## config.mk

```make
export PLATFORM = sky130hd
export DESIGN_NAME = pipeline_collect
export DESIGN_NICKNAME = d
export VERILOG_FILES = /design/src/rtl/pipeline_collect.sv
export SDC_FILE = /design/constraint.sdc
export NUM_CORES = 1
export LEC_CHECK = 0
export BUFFER_PORTS_ARGS = -buffer_cell sky130_fd_sc_hd__buf_2
export CAP_MARGIN = 20
export CORE_MARGIN = 4
export CORE_UTILIZATION = 50
export CTS_CLUSTER_DIAMETER = 60
export DETAILED_ROUTE_END_ITERATION = 10
export GPL_ROUTABILITY_DRIVEN = 0
export PLACE_DENSITY = 0.77
export REMOVE_ABC_BUFFERS = 1
export SLEW_MARGIN = 20
export SYNTH_ARGS = -nofsm -noshare
export SYNTH_HDL_FRONTEND = slang
export SYNTH_SLANG_ARGS = --single-unit
```

## constraint.sdc

```tcl
create_clock -name clk -period 4.46 [get_ports clk]
set_input_delay 0 -clock clk [delete_from_list [all_inputs] [get_ports clk]]
set_output_delay 0 -clock clk [all_outputs]
set_load 0.01 [all_outputs]
```

## src/rtl/pipeline_collect.sv

```systemverilog
// Many-to-one collector: gathers beats until i_last or MAX_BEATS, then presents one token (count/overflow).
// Token valid 1 cycle after the closing beat; i_ready = !o_valid || o_ready, so a stalled token blocks new beats.
module pipeline_collect #(
  parameter int MAX_BEATS = 16,
  parameter int CNT_W     = $clog2(MAX_BEATS + 1)
) (
  input  logic             clk,
  input  logic             rst,
  input  logic             i_valid,
  input  logic             i_last,
  output logic             i_ready,
  output logic             i_cen,
  output logic             i_first,
  output logic             o_valid,
  input  logic             o_ready,
  output logic             o_cen,
  output logic [CNT_W-1:0] o_count,
  output logic             o_overflow
);

  typedef enum logic {
    COLLECT = 1'b0,
    HOLD    = 1'b1
  } state_t;

  localparam logic [CNT_W-1:0] MAX_C = CNT_W'(MAX_BEATS);

  state_t           state;
  state_t           state_nxt;
  logic [CNT_W-1:0] cnt;
  logic [CNT_W-1:0] cnt_nxt;
  logic [CNT_W-1:0] cnt_inc;
  logic [CNT_W-1:0] count_nxt;
  logic             ovf_nxt;
  logic             close;

  assign o_valid = (state == HOLD);
  assign i_ready = !o_valid || o_ready;
  assign i_cen   = i_valid && i_ready;
  assign o_cen   = o_valid && o_ready;
  assign i_first = (cnt == '0);
  assign cnt_inc = cnt + CNT_W'(1);
  assign close   = i_cen && (i_last || (cnt_inc == MAX_C));

  // A closing beat always (re)loads the token, even while the old one is leaving.
  always_comb begin
    state_nxt = state;
    cnt_nxt   = cnt;
    count_nxt = o_count;
    ovf_nxt   = o_overflow;
    if (close) begin
      state_nxt = HOLD;
      cnt_nxt   = '0;
      count_nxt = cnt_inc;
      ovf_nxt   = !i_last;
    end else begin
      if (i_cen) begin
        cnt_nxt = cnt_inc;
      end
      if (o_cen) begin
        state_nxt = COLLECT;
      end
    end
  end

  always_ff @(posedge clk or negedge rst) begin
    if (!rst) begin
      state      <= COLLECT;
      cnt        <= '0;
      o_count    <= '0;
      o_overflow <= 1'b0;
    end else begin
      state      <= state_nxt;
      cnt        <= cnt_nxt;
      o_count    <= count_nxt;
      o_overflow <= ovf_nxt;
    end
  end

endmodule
```

==> impl_metrics.tcl <==
set metrics [dict create \
    numCtsBuffers 3 \
    yosys_warnings 0 \
    rows 12 \
    r2r_end "o_count[1]" \
    synth_enable_flop_cells 0 \
    grt_pass1_wl_microns 2330 \
    gr-total-overflow 0 \
    drive_above_1_share_pct 28.7 \
    layout_min_cycle_time_ps 1630 \
    fin_nets 95 \
    fmax_mhz 613 \
    async_reset_ff_share_pct 100 \
    maxSlewHeadroom_pct 78.6 \
    p_leak_nw 0.376 \
    reg2reg_from "cnt[4]" \
    clk_pin_slew_worst_paths_ps 80 \
    antenna_found_initial 0 \
    wirelength_microns 1320 \
    syn2layout_area_growth_pct 21.1 \
    avgViaCountPerCell 5.51 \
    drc 0 \
    cp-end-kind "register" \
    die_w_microns 44.8 \
    power_density_nw_per_um2 407 \
    r2r_slack_ps 2830 \
    dr.pass1.iters 4 \
    drtIter0Drc 6 \
    grt.total_usage_pct 15.9 \
    irDropWorstVdd_v 0.000270 \
    syn_area_per_cell_sq_um 10.1 \
    cp_max_fo 7 \
    outcome "finished clean" \
    synthFlopType "dfrtp_1" \
    ios 16 \
    layout_common_cells "buf_2, dfrtp_1, a21oi_1, nand2_1, inv_1" \
    cts_tree "yes" \
    setup_viol 0 \
    path_class "register to register" \
    io_buffers 15 \
    slew_viol_final 0 \
    fin_crit_sh_pct 36.6 \
    clkLatencyLatePin_ps 270 \
    synth-seq-cells 12 \
    synthCells 67 \
    dpl.hpwl_microns 990 \
    cts_htree_levels 1 \
    maxCapViolCount 0 \
    worst_pin_slew_ps 322 \
    initial_utilization_pct 57.1 \
    total_power_mw 0.334 \
    cts_resized 0 \
    layout_setup_ws_ps 2830 \
    core_region_area_sq_um 1190 \
    ys_seq_area_share_pct 44.4 \
    cts-root-buf "clkbuf_4" \
    worstPathArrival_ps 1790 \
    synth_cell_types 35 \
    rsz0062_at_grt "false" \
    ctsLongestPathBuffers 2 \
    pre_cts_ws_ps 2850 \
    grt_pass1_vias 526 \
    syn_area_sq_um 677 \
    critical_path_required_ps 4620 \
    drtAntennaViolNets 0 \
    r2r_cells 4 \
    final_common_cell "buf_2" \
    start_kind "register" \
    num_vias 557 \
    worstHoldPathType "primary input to asynchronous set/reset pin" \
    insertedDiodeCount 0 \
    hold_violations 0 \
    die-height_microns 44.8 \
    clkSinkCount 12 \
    clock-skew-final_ps 1.19 \
    wl_per_cell_microns 13.1 \
    die-area_sq_um 2010 \
    finalSetupTns_ps 0 \
    grt_max_degree 13 \
]
-- stage by stage --
stage,std cells,util (%),instance area [sq um],hold slack (ps)
finish,101,69.1,820,127
global route,101,69.1,820,146
CTS,101,69.1,820,132
detailed placement,94,63.5,753,-99.5
global placement,94,63.5,753,-106
floorplan,65,-,661,-296
-- sequential cells by signal, summed over array words and instances (netlist names) --
| name | count |
|---|---|
| o_count | 5 |
| cnt | 5 |
| o_valid | 1 |
| o_overflow | 1 |
-- cell usage after synthesis, types with 2 or more instances --
| cell | instances | area, sq um |
|---|---|---|
| dfrtp_1 | 12 | 300 |
| a21oi_1 | 6 | 30.0 |
| nand2_1 | 6 | 22.5 |
| inv_1 | 5 | 18.8 |
| nor2b_1 | 2 | 12.5 |
| nand3_1 | 3 | 15.0 |
| o21ai_0 | 3 | 15.0 |
| ha_1 | 2 | 25.0 |
| mux2_4 | 2 | 30.0 |
-- power by group --
group | switching [mW] | internal [mW]
clock network | 0.0371 | 0.0496
logic | 0.0497 | 0.0464
registers | 0.0215 | 0.129
-- final cells by class --
| type | instances | area, sq um |
|---|---|---|
| tap | 14 | 17.5 |
| sequential | 12 | 300 |
| timing repair buffer | 18 | 105 |
| fill | 95 | 367 |
| multi-input combinational | 47 | 338 |
| clock buffer | 4 | 36.3 |
| inverter | 6 | 22.5 |
-- critical path, stage by stage (launching register included) --
cell and delay, ps:
dfrtp_1 470, and4b_1 300, a21oi_2 80, o31ai_4 330, mux2_4 330
-- worst max-delay path by stage --
stage,from,end,slack [ps]
floorplan,cnt[4],o_count[0],2950
global placement,cnt[4],o_count[1],2870
detailed placement,cnt[4],o_count[1],2850
CTS,cnt[4],o_count[0],2840
global route,cnt[1],o_count[1],2710
finish,cnt[4],o_count[1],2830
-- metal layers --
metal  routed length (microns)  track usage [%]  part of all wire, %  vias to the layer above
met5                         0                0                    0                        -
met1                       628             22.8                   48                      257
met2                       599             23.8                   45                       17
met4                        22             7.02                  1.7                        0
li1                          -                -                    -                      280
met3                        72             2.39                  5.4                        3
-- timing repair --
| action | CTS | global route |
|---|---|---|
| hold buffers | 3 | 0 |
| hold endpoints to repair | 15 | 0 |
| buffers inserted | 0 | 0 |
| setup endpoints to repair | 0 | 0 |
-- kinds of logic (layout without fill, tap and decap cells) --
logic type	count (synthesis)	count (layout)	share of synthesized area, %
compound gates	22	22	23.5
simple gates	18	18	14.2
flops	12	12	44.4
buf+inv	8	28	5.73
mux	3	3	5.92
fa+ha+maj	2	2	3.70
xor+xnor	2	2	2.59
No activity file was read; power rests on OpenSTA's default activity.
